==> src/rtl/msrv32_wb_scoreboard.sv <==
// msrv32_wb_scoreboard: shares the register-file write port between stage-3 and late completions, and stalls decode on outstanding writes.
module msrv32_wb_scoreboard #(
    parameter int MAX_PENDING  = 4,
    parameter int STARVE_LIMIT = 3
) (
    input  logic        clk_in,
    input  logic        reset_in,
    input  logic [4:0]  rs_1_addr_in,
    input  logic [4:0]  rs_2_addr_in,
    input  logic [4:0]  dec_rd_addr_in,
    input  logic        issue_valid_in,
    input  logic [4:0]  issue_rd_in,
    output logic        stall_out,
    input  logic        pipe_wr_en_in,
    input  logic [4:0]  pipe_rd_addr_in,
    input  logic [31:0] pipe_rd_in,
    output logic        pipe_hold_out,
    input  logic        late_valid_in,
    input  logic [4:0]  late_rd_addr_in,
    input  logic [31:0] late_rd_in,
    output logic        late_ready_out,
    output logic        rf_wr_en_out,
    output logic [4:0]  rf_rd_addr_out,
    output logic [31:0] rf_rd_out
);
    typedef enum logic {ARB, HOLD} state_t;
    state_t      state_q, state_d;
    logic [31:0] pending_q, pending_d;
    logic [3:0]  cnt_q, cnt_d, wcnt_q, wcnt_d;
    logic        hold, pipe_req, late_hs, late_sel, pipe_sel, issue_acc;
    always_comb begin
        hold = state_q == HOLD;
        pipe_req = pipe_wr_en_in && pipe_rd_addr_in != 5'd0;
        late_ready_out = hold || !pipe_req;
        late_hs = late_valid_in && late_ready_out;
        late_sel = late_hs && late_rd_addr_in != 5'd0;
        pipe_sel = !late_hs && !hold && pipe_req;
        rf_wr_en_out = late_sel || pipe_sel;
        rf_rd_addr_out = late_sel ? late_rd_addr_in : pipe_sel ? pipe_rd_addr_in : 5'd0;
        rf_rd_out = late_sel ? late_rd_in : pipe_sel ? pipe_rd_in : 32'd0;
        // Hazards look only at registered pending bits; a same-cycle completion does not bypass.
        stall_out = (rs_1_addr_in != 5'd0 && pending_q[rs_1_addr_in])
                 || (rs_2_addr_in != 5'd0 && pending_q[rs_2_addr_in])
                 || (dec_rd_addr_in != 5'd0 && pending_q[dec_rd_addr_in])
                 || (issue_valid_in && cnt_q == 4'(MAX_PENDING))
                 || hold;
        issue_acc = issue_valid_in && !stall_out && issue_rd_in != 5'd0;
        pending_d = (pending_q & ~({31'd0, late_hs} << late_rd_addr_in)) | ({31'd0, issue_acc} << issue_rd_in);
        cnt_d = issue_acc == late_hs ? cnt_q
              : issue_acc ? cnt_q + 4'd1
              : cnt_q == 4'd0 ? cnt_q : cnt_q - 4'd1;
        wcnt_d = (late_valid_in && !late_ready_out)
               ? (wcnt_q == 4'(STARVE_LIMIT) ? wcnt_q : wcnt_q + 4'd1) : 4'd0;
        state_d = hold ? ((late_hs || !late_valid_in) ? ARB : HOLD)
                : (wcnt_d == 4'(STARVE_LIMIT) ? HOLD : ARB);
    end
    assign pipe_hold_out = hold;
    always_ff @(posedge clk_in or posedge reset_in) begin
        if (reset_in) begin
            state_q   <= ARB;
            pending_q <= 32'd0;
            cnt_q     <= 4'd0;
            wcnt_q    <= 4'd0;
        end else begin
            state_q   <= state_d;
            pending_q <= pending_d;
            cnt_q     <= cnt_d;
            wcnt_q    <= wcnt_d;
        end
    end
endmodule

==> config.mk <==
export PLATFORM = sky130hd
export DESIGN_NAME = msrv32_wb_scoreboard
export DESIGN_NICKNAME = d
export VERILOG_FILES = /design/src/rtl/msrv32_wb_scoreboard.sv
export SDC_FILE = /design/constraint.sdc
export NUM_CORES = 1
export LEC_CHECK = 0
export BUFFER_PORTS_ARGS = -buffer_cell sky130_fd_sc_hd__buf_2
export CAP_MARGIN = 25
export CORE_MARGIN = 10
export CORE_UTILIZATION = 44
export DETAILED_ROUTE_END_ITERATION = 12
export PLACE_DENSITY = 0.89
export SLEW_MARGIN = 10
export SYNTH_ARGS = -nofsm -noshare
export SYNTH_HDL_FRONTEND = slang
export SYNTH_SLANG_ARGS = --single-unit
==> constraint.sdc <==
create_clock -name clk_in -period 3 [get_ports clk_in]
set_input_delay 0.15 -clock clk_in [delete_from_list [all_inputs] [get_ports clk_in]]
set_output_delay 0.15 -clock clk_in [all_outputs]
set_load 0.01 [all_outputs]
==> out/metrics.csv, run 1 <==
stage,metric,value,unit
status,outcome,"complete, no violations",
worst_setup_path,start_kind,register,
sta,fin_tns_setup,0,ns
sta,finalHoldViolCount,0,
worst_setup_path,cp.buffers_inverters,1,
detailed_routing,wl_per_cell,22.36,um
clocking,htreeDepth,2,
yosys,synth_edf_count,0,
clocking,cts.sinks,40,
worst_setup_path,end_kind,register,
yosys,ys_warn_count,0,
place,port_buffers,139,
yosys,yosys-top-cells-area,"dfrtp_1, a22o_1, o21ai_0",
yosys,synth_seq_area_share,30.17,%
detailed_routing,num_vias,3709,
job,maxCapViolations,0,
clocking,cts_buffers,5,
sta,fin_skew,0.004604,ns
worst_setup_path,worstPathCellList,mux4_2 -> nor2b_2 -> o41ai_2 -> nor4_4 -> nand3_2 -> nor2_2 -> inv_2 -> ha_1 -> a21o_1 -> a21oi_2 -> nand3b_1 -> o22a_1 -> xnor2_1,
sta,worstMarginPinSlew,0.5735,ns
sta,setup_viol,0,
worst_setup_path,critPathTopFamily,simple AND/OR/NAND/NOR gates,
detailed_routing,dr.pass1.iters,7,
cells_and_area,drive_gt1_share,42.77,%
global_routing,antenna_found_initial,0,
floorplan,ioPinCount,140,
sta,rsz0062_at_grt,yes,
sta,max_freq,0.3440,GHz
worst_setup_path,cp_data_arrival_time,3.10,ns
worst_setup_path,max_stage_delay,0.48,ns
yosys,syn_nets,449,
detailed_routing,routed_wirelength,13200,um
detailed_routing,ant_nets,0,
yosys,synth_top_area_share,30.17,%
yosys,synth_seq_cells,40,
power_and_ir_drop,leakage,2.056,nW
place,placement.cell_area,4139,um^2
clocking,clk_path_buf_depth,2,
sta,slew_viol_final,0,
clocking,clock-root-buffer,clkbuf_8,
floorplan,die_y,106.8,um
cells_and_area,fin_area,4355,um^2
cells_and_area,fin_cells,590,
detailed_routing,vias_per_cell,6.286,
detailed_routing,post-route-drc-count,0,
yosys,synth_ff_type,dfrtp_1,
cells_and_area,most-common-layout-cells,"buf_2, o21ai_0, dfrtp_1",
worst_setup_path,path_class,reg -> reg,
yosys,netlist_area,3318,um^2
global_routing,grt_pass1_vias,3869,
floorplan,std_cell_rows,31,
clocking,clk_latency,0.30,ns
clocking,cts.clk_slew.worst_paths,0.08,ns
global_routing,grt_start_max_net_pins,41,
sta,relSlewSlack,61.41,%
power_and_ir_drop,ir_worst_vdd,0.2605,mV
place,dp.cells,575,
global_routing,grt_pass1_wl,20890,um
global_routing,grt_usage,22.78,%
worst_setup_path,critPathSlowestCell,mux4_2,
hold_path,hold_class,in -> reg,
floorplan,start_util,45.50,%
sta,min_period,2.907,ns
yosys,synth_cells,346,
worst_setup_path,crit_fanout,4,
cells_and_area,antenna_cells,0,
sta,fin_ws,0.09303,ns
floorplan,core_area,7292,um^2
cells_and_area,area_delta_synth_final,31.26,%
yosys,synth-async-reset-ratio,100.0,%
floorplan,die-width,106.8,um
yosys,synth_cell_types,55,
floorplan,die-area,11410,um^2
global_routing,overflow,0,
cells_and_area,nets,593,
place,place_hpwl,10660,um
worst_setup_path,cp_data_required_time,3.19,ns
place,pre_cts_ws,-0.03674,ns
cells_and_area,layout_commonest_cell,buf_2,
place,gp_congestion,1.091,
sta,post-route-period-util,96.90,%
clocking,cts_tree,done,
yosys,yosys.area.top_type,dfrtp_1,
power_and_ir_drop,powerDensity,536.9,nW/um^2
detailed_routing,drtIter0Drc,447,
yosys,synth_area_per_cell,9.590,um^2
==> synthesized netlist by cell type, drive strengths merged (6+ instances only) <==
| library cell | instances |
|---|---|
| nand3 | 7 |
| nor2b | 14 |
| nand2 | 19 |
| o41ai | 15 |
| nor4 | 6 |
| clkbuf | 22 |
| mux2 | 9 |
| o31ai | 9 |
| dfrtp | 40 |
| a22o | 34 |
| mux2i | 17 |
| nand3b | 8 |
| mux4 | 11 |
| nor2 | 9 |
| nand2b | 7 |
| inv | 9 |
| or3 | 6 |
| o21ai | 45 |
| buf | 6 |
==> worst paths after layout <==
check	end	depth (start not counted)	start	slack (ns)
setup / recovery	cnt_q[3]	13	pending_q[6]	0.09
hold / removal	wcnt_q[2]	3	late_valid_in	0.21
setup reg to reg	cnt_q[3]	13	pending_q[6]	0.09
hold reg to reg	pipe_hold_out	1	pipe_hold_out	0.52
max in group asynchronous	pending_q[4]	4	reset_in	2.14
min in group asynchronous	pipe_hold_out	4	reset_in	0.52
==> per-layer routing <==
layer	share of wire (%)	global-route usage, %	vias up
li1	-	-	1645
met1	35	24.37	1739
met2	50	40.30	275
met3	11	6.647	50
met4	4.3	10.93	0
met5	0	0	-
==> flip-flops by register name, indices dropped and copies added (netlist names) <==
name and flops:
cnt_q 4, wcnt_q 4, pending_q 31, pipe_hold_out 1
==> worst min-delay path, stage by stage <==
cell and delay (ns):
buf_2 0.13, nand2_1 0.14, nor2_1 0.06
==> layout make-up <==
type / instances / area, um^2
Fill cell: 629 / 2937
Multi-Input combinational cell: 268 / 2173
Sequential cell: 40 / 1001
Timing Repair Buffer: 165 / 893.4
Tap cell: 99 / 123.9
Clock buffer: 7 / 96.34
Inverter: 10 / 37.54
Clock inverter: 1 / 30.03
==> stage by stage <==
step / power, mW / utilization, % / hold WS (ns)
after detailed placement: 1.786 / 56.76 / 0.2956
final: 2.338 / 59.73 / 0.2056
after global placement: 1.736 / 56.76 / 0.2830
after CTS: 2.278 / 58.68 / 0.2096
after global routing: 2.467 / 59.73 / 0.2373
after floorplan: 1.410 / - / 0.3270
==> what timing repair did <==
item | CTS | global route
pin swaps | 0 | 5
endpoints found under the hold margin | 40 | 0
hold buffers | 1 | 0
setup buffers | 0 | 6
gates resized for setup | 1 | 9
endpoints found under the setup margin | 1 | 1
==> report_power, final <==
part | total (mW) | leakage, nW | internal (mW) | switching, mW
combinational | 0.993 | 1.47 | 0.509 | 0.485
clock | 0.484 | 0.0645 | 0.293 | 0.191
sequential | 0.861 | 0.518 | 0.685 | 0.175
==> cell families after synthesis <==
logic type,synth area share [%]
compound gates,28.62
flops,30.17
fa+ha+maj,1.735
simple gates,16.59
buf+inv,5.467
mux,16.10
xor+xnor,1.320
Note: power is estimated with default switching activity, not from simulation.
==> run 2, diff against run 1 <==
--- a/config.mk
+++ b/config.mk
@@ -8,4 +8,5 @@
 export BUFFER_PORTS_ARGS = -buffer_cell sky130_fd_sc_hd__buf_2
 export CAP_MARGIN = 25
+export CORE_ASPECT_RATIO = 1.5
 export CORE_MARGIN = 10
 export CORE_UTILIZATION = 44
==> constraint.sdc (replaced) <==
create_clock -name clk_in -period 3 [get_ports clk_in]
set_input_delay 0.15 -clock clk_in [delete_from_list [all_inputs] [get_ports clk_in]]
set_output_delay 0.15 -clock clk_in [all_outputs]
set_load 0.005 [all_outputs]
==> run 2 against run 1 <==
  * Fmax shrank 2.2%
  * Clock power shrank 11%
  * Final cell count shrank 1.2%
  * Sequential power shrank 0.6%
  * Non-clock buffer count shrank 8
  * Total power shrank 4.1%
  * Combinational power shrank 3.7%
  * Core utilization shrank 0.56 points
  * Global-route usage shrank 0.65 points
==> out/metrics.csv, run 2 (synthesis gave the netlist of run 1 again) <==
stage,metric,value,unit
status,outcome,"complete, no violations",
worst_setup_path,crit_fanout,15,
global_routing,antenna_found_initial,0,
global_routing,grt_start_max_net_pins,39,
worst_setup_path,start_kind,register,
cells_and_area,regMostFlops,pending_q,
cells_and_area,fin_area,4304,um^2
worst_setup_path,path_class,reg -> reg,
detailed_routing,num_vias,3763,
place,placement.cell_area,4103,um^2
clocking,cts.clk_slew.worst_paths,0.08,ns
global_routing,overflow,0,
place,gp_congestion,0.9852,
clocking,cts_tree,done,
worst_setup_path,cp_data_required_time,3.17,ns
global_routing,grt_pass1_vias,3863,
cells_and_area,drive_gt1_share,42.65,%
power_and_ir_drop,power,2.241,mW
power_and_ir_drop,powerDensity,520.7,nW/um^2
floorplan,ioPinCount,140,
sta,min_period,2.971,ns
place,port_buffers,139,
floorplan,die-area,11490,um^2
sta,relSlewSlack,45.76,%
cells_and_area,largest_reg_flops,31,
cells_and_area,top_regs,"pending_q: 31 flops, cnt_q: 4 flops, wcnt_q: 4 flops",
sta,worstMarginPinSlew,0.8127,ns
cells_and_area,layout_commonest_cell,buf_2,
clocking,htreeDepth,2,
detailed_routing,dr.pass1.iters,7,
clocking,clk_path_buf_depth,2,
detailed_routing,vias_per_cell,6.455,
cells_and_area,antenna_cells,0,
job,maxCapViolations,0,
floorplan,die_y,126.4,um
sta,fin_skew,0.007747,ns
clocking,clk_latency,0.29,ns
sta,setup_viol,0,
detailed_routing,routed_wirelength,13410,um
cells_and_area,nets,585,
detailed_routing,wl_per_cell,23.00,um
sta,max_freq,0.3366,GHz
floorplan,start_util,45.61,%
hold_path,hold_class,in -> async,
clocking,cts_buffers,5,
sta,slew_viol_final,0,
sta,post-route-period-util,99.03,%
clocking,cts.sinks,40,
floorplan,std_cell_rows,38,
detailed_routing,drtIter0Drc,678,
cells_and_area,area_delta_synth_final,29.71,%
sta,rsz0062_at_grt,yes,
sta,fin_tns_setup,0,ns
place,place_hpwl,10970,um
sta,finalHoldViolCount,0,
floorplan,core_area,7274,um^2
detailed_routing,post-route-drc-count,0,
cells_and_area,most-common-layout-cells,"buf_2, o21ai_0, dfrtp_1",
floorplan,die-width,90.91,um
global_routing,grt_pass1_wl,20390,um
clocking,clock-root-buffer,clkbuf_8,
global_routing,grt_usage,22.13,%
worst_setup_path,cp_data_arrival_time,3.14,ns
detailed_routing,ant_nets,0,
power_and_ir_drop,leakage,2.018,nW
worst_setup_path,end_kind,register,
power_and_ir_drop,ir_worst_vdd,0.2742,mV
## run 2: cell count changes in the layout (fill, tap and decap cells not counted), moves of 2 or more
cell,change
o41ai_2,+2
a2111oi_0,-2
a2111oi_1,+3
o41ai_1,-2
buf_4,-7
clkbuf_8,-2
## run 2: final timing paths
kind	end	startpoint	slack (ns)	depth (start not counted)
worst max-delay path	pending_q[2]	pending_q[5]	0.03	11
worst min-delay path	pending_q[13]	reset_in	0.003	2
worst max register to register	pending_q[2]	pending_q[5]	0.03	11
worst min register to register	cnt_q[3]	cnt_q[3]	0.52	1
max in group asynchronous	pending_q[31]	reset_in	2.22	3
min in group clk_in	wcnt_q[2]	late_valid_in	0.21	3
## run 2: final cells by class
type | instances | area (um^2)
Clock inverter | 2 | 35.03
Multi-Input combinational cell | 268 | 2202
Timing Repair Buffer | 157 | 830.8
Inverter | 10 | 37.54
Fill cell | 617 | 2970
Clock buffer | 6 | 72.57
Sequential cell | 40 | 1001
Tap cell | 100 | 125.1
## run 2: repair_timing
item / CTS / global route
resized for setup: 1 / 16
endpoints found under the hold margin: 0 / 0
hold buffers: 0 / 0
endpoints found under the setup margin: 1 / 3
setup buffers: 0 / 4
gates cloned: 0 / 0
pin swaps: 1 / 6
## run 2: worst max-delay path, cell delays in order, from the launching register on
cell and delay [ns]:
dfrtp_1 0.41, buf_4 0.15, mux4_2 0.45, nor2b_2 0.13, nor4_2 0.07, nor4_4 0.23
nand3_2 0.18, buf_4 0.18, buf_4 0.15, or3_1 0.34, buf_4 0.21, o41ai_2 0.34
## run 2: stage by stage
| stage | setup slack [ns] | hold WS, ns | std cells | util [%] |
|---|---|---|---|---|
| finish | 0.02901 | 0.003016 | 583 | 59.17 |
| CTS | 0.008271 | 0.02060 | 579 | 57.91 |
| global route | -0.09323 | 0.05853 | 583 | 59.17 |
| global placement | 0.06135 | 0.3164 | 571 | 56.40 |
| detailed placement | -0.04596 | 0.3394 | 571 | 56.40 |
| floorplan | 0.1809 | 0.3270 | 346 | - |
## run 2: routing by layer
metal / track usage, % / vias to the layer above / share of wire (%)
met5: 0 / - / 0
met4: 9.713 / 0 / 3.9
met3: 8.383 / 51 / 15
met2: 36.95 / 324 / 47
met1: 24.61 / 1754 / 34
li1: - / 1634 / -
## run 2: power breakdown
group | internal [mW] | switching [mW]
registers | 0.685 | 0.170
logic | 0.494 | 0.462
clock network | 0.247 | 0.183
==> run 3, diff against run 2 <==
- MAX_ROUTING_LAYER: unset -> met4
- clock period: 3 -> 2.7 ns (I/O delays scaled with it)
==> run 3 against run 2 <==
  * The flow now finishes with violations (setup timing)
  * Clock power rose by 13%
  * Worst setup slack got worse by 0.24 ns
  * Global-route usage rose by 2.5 points
  * Combinational power rose by 34%
  * Clock skew rose by 0.00084 ns
  * Register-to-register slack got worse by 0.24 ns
  * Sequential power rose by 5.8%
  * Via count rose by 1.8%
==> out/metrics.csv, run 3 (synthesis gave the netlist of run 1 again) <==
stage,metric,value,unit
status,outcome,"complete, but fails checks",
status,violations,setup timing,
floorplan,std_cell_rows,38,
sta,min_period,2.909,ns
detailed_routing,wl_met3,1347,um
clocking,cts_buffers,5,
worst_setup_path,worstPathCellList,mux4_2 -> nor2b_1 -> nor4_1 -> nor4_4 -> nand3_2 -> buf_4 -> buf_4 -> or3_4 -> buf_8 -> o41ai_2,
worst_setup_path,setup.worst_path.start,pending_q[5],
detailed_routing,ant_nets,0,
sta,post-route-period-util,107.7,%
worst_setup_path,crit_fanout,7,
power_and_ir_drop,ir_worst_vdd,0.3367,mV
cells_and_area,nets,617,
cells_and_area,layout_commonest_cell,buf_2,
worst_setup_path,timing.rr.start,pending_q[5],
place,dp.cells,601,
cells_and_area,top_regs,"pending_q: 31 flops, cnt_q: 4 flops, wcnt_q: 4 flops",
worst_setup_path,cp_data_required_time,2.89,ns
detailed_routing,met1_length,5560,um
clocking,clk_latency,0.30,ns
detailed_routing,drtIter0Drc,325,
global_routing,antenna_found_initial,0,
worst_setup_path,cp.buffers_inverters,3,
sta,worstMarginPinSlew,0.5945,ns
cells_and_area,largest_reg_flops,31,
sta,slew_viol_final,0,
detailed_routing,wl_per_cell,23.37,um
global_routing,grt_pass1_wl,21830,um
worst_setup_path,crit_cells,10,
sta,finalHoldViolCount,0,
detailed_routing,dr.pass1.iters,5,
global_routing,grt_start_max_net_pins,41,
detailed_routing,post-route-drc-count,0,
place,place_hpwl,11880,um
global_routing,overflow,0,
global_routing,grt_pass1_vias,3977,
detailed_routing,routed_wirelength,14370,um
sta,relSlewSlack,60.03,%
place,port_buffers,139,
cells_and_area,fin_area,4677,um^2
sta,fin_hold_ws,0.1830,ns
worst_setup_path,cp_common_cell,buf_4,
worst_setup_path,worstReg2RegEnd,pending_q[2],
cells_and_area,antenna_cells,0,
sta,rsz0062_at_grt,yes,
clocking,cts_tree,done,
floorplan,start_util,45.61,%
worst_setup_path,path_class,reg -> reg,
power_and_ir_drop,powerDensity,572.1,nW/um^2
job,maxCapViolations,0,
detailed_routing,vias_per_cell,6.228,
global_routing,grt_usage,24.67,%
hold_path,hold_class,in -> reg,
clocking,clock-root-buffer,clkbuf_8,
worst_setup_path,cp_data_arrival_time,3.10,ns
floorplan,die-width,90.91,um
floorplan,core_area,7274,um^2
clocking,htreeDepth,2,
cells_and_area,most-common-layout-cells,"buf_2, buf_4, o21ai_0, dfrtp_1, a22o_1",
worst_setup_path,reg2reg_slack,-0.21,ns
sta,fin_ws,-0.2092,ns
worst_setup_path,setup.worst_path.end,pending_q[2],
cells_and_area,fin_cells,615,
clocking,clk_path_buf_depth,2,
worst_setup_path,max_stage_delay,0.48,ns
sta,fin_skew,0.008589,ns
detailed_routing,num_vias,3830,
worst_setup_path,ff2ff_path_depth,10,
clocking,cts.sinks,40,
floorplan,die_y,126.4,um
floorplan,ioPinCount,140,
place,placement.cell_area,4398,um^2
cells_and_area,regMostFlops,pending_q,
worst_setup_path,start_kind,register,
clocking,cts.clk_slew.worst_paths,0.08,ns
sta,setup_viol,18,
cells_and_area,drive_gt1_share,47.57,%
place,pre_cts_ws,-0.1803,ns
worst_setup_path,end_kind,register,
worst_setup_path,critPathSlowestCell,mux4_2,
power_and_ir_drop,power,2.676,mW
power_and_ir_drop,leakage,2.220,nW
detailed_routing,wl_met2,7108,um
floorplan,die-area,11490,um^2
worst_setup_path,critPathTopFamily,simple AND/OR/NAND/NOR gates,
place,gp_congestion,1.038,
sta,max_freq,0.3437,GHz
cells_and_area,area_delta_synth_final,40.95,%
detailed_routing,highest_layer,met4,
sta,fin_tns_setup,-2.014,ns
cells_and_area,utilization,64.29,%
[run 3: cell count changes in the layout (fill, tap and decap cells not counted), sizes merged]
cell	change
dlygate4sd3	+1
buf	+31
[run 3: worst min-delay path by stage]
| stage | start | endpoint | slack (ns) | cells after the start |
|---|---|---|---|---|
| floorplan | late_valid_in | wcnt_q[2] | 0.31 | 2 |
| global placement | reset_in | pending_q[5] | 0.27 | 3 |
| detailed placement | reset_in | pending_q[3] | 0.28 | 3 |
| CTS | late_valid_in | wcnt_q[2] | 0.18 | 3 |
| global route | late_valid_in | wcnt_q[3] | 0.20 | 3 |
| finish | late_valid_in | wcnt_q[2] | 0.18 | 3 |
[run 3: worst min-delay path, stage by stage]
cell	delay (ns)
buf_2	0.12
nand2_1	0.12
nor2_1	0.06
[run 3: where the power goes]
group / switching, mW / total [mW] / internal, mW
Sequential: 0.145 / 0.906 / 0.761
Clock: 0.212 / 0.486 / 0.274
Combinational: 0.607 / 1.28 / 0.676
Total: 0.964 / 2.68 / 1.71
[run 3: layer usage]
layer	vias up	GRT usage (%)
li1	1695	-
met1	1839	28.11
met2	267	42.40
met3	29	4.841
met4	0	8.326
met5	-	-
[run 3: cell type report]
| class | count | area (um^2) |
|---|---|---|
| fillers | 609 | 2597 |
| multi-input cells | 268 | 2283 |
| repair buffers | 189 | 1122 |
| flip-flops and latches | 40 | 1001 |
| well taps | 100 | 125.1 |
| clock buffers | 6 | 72.57 |
| inverters | 10 | 37.54 |
| clock inverters | 2 | 35.03 |
[run 3: what timing repair did]
action | 4_1_cts | 5_1_grt
setup buffers | 1 | 3
pin swaps | 3 | 5
endpoints found under the setup margin | 12 | 25
gates cloned | 1 | 0
hold buffers | 1 | 0
endpoints found under the hold margin | 40 | 0
gates resized for setup | 15 | 14
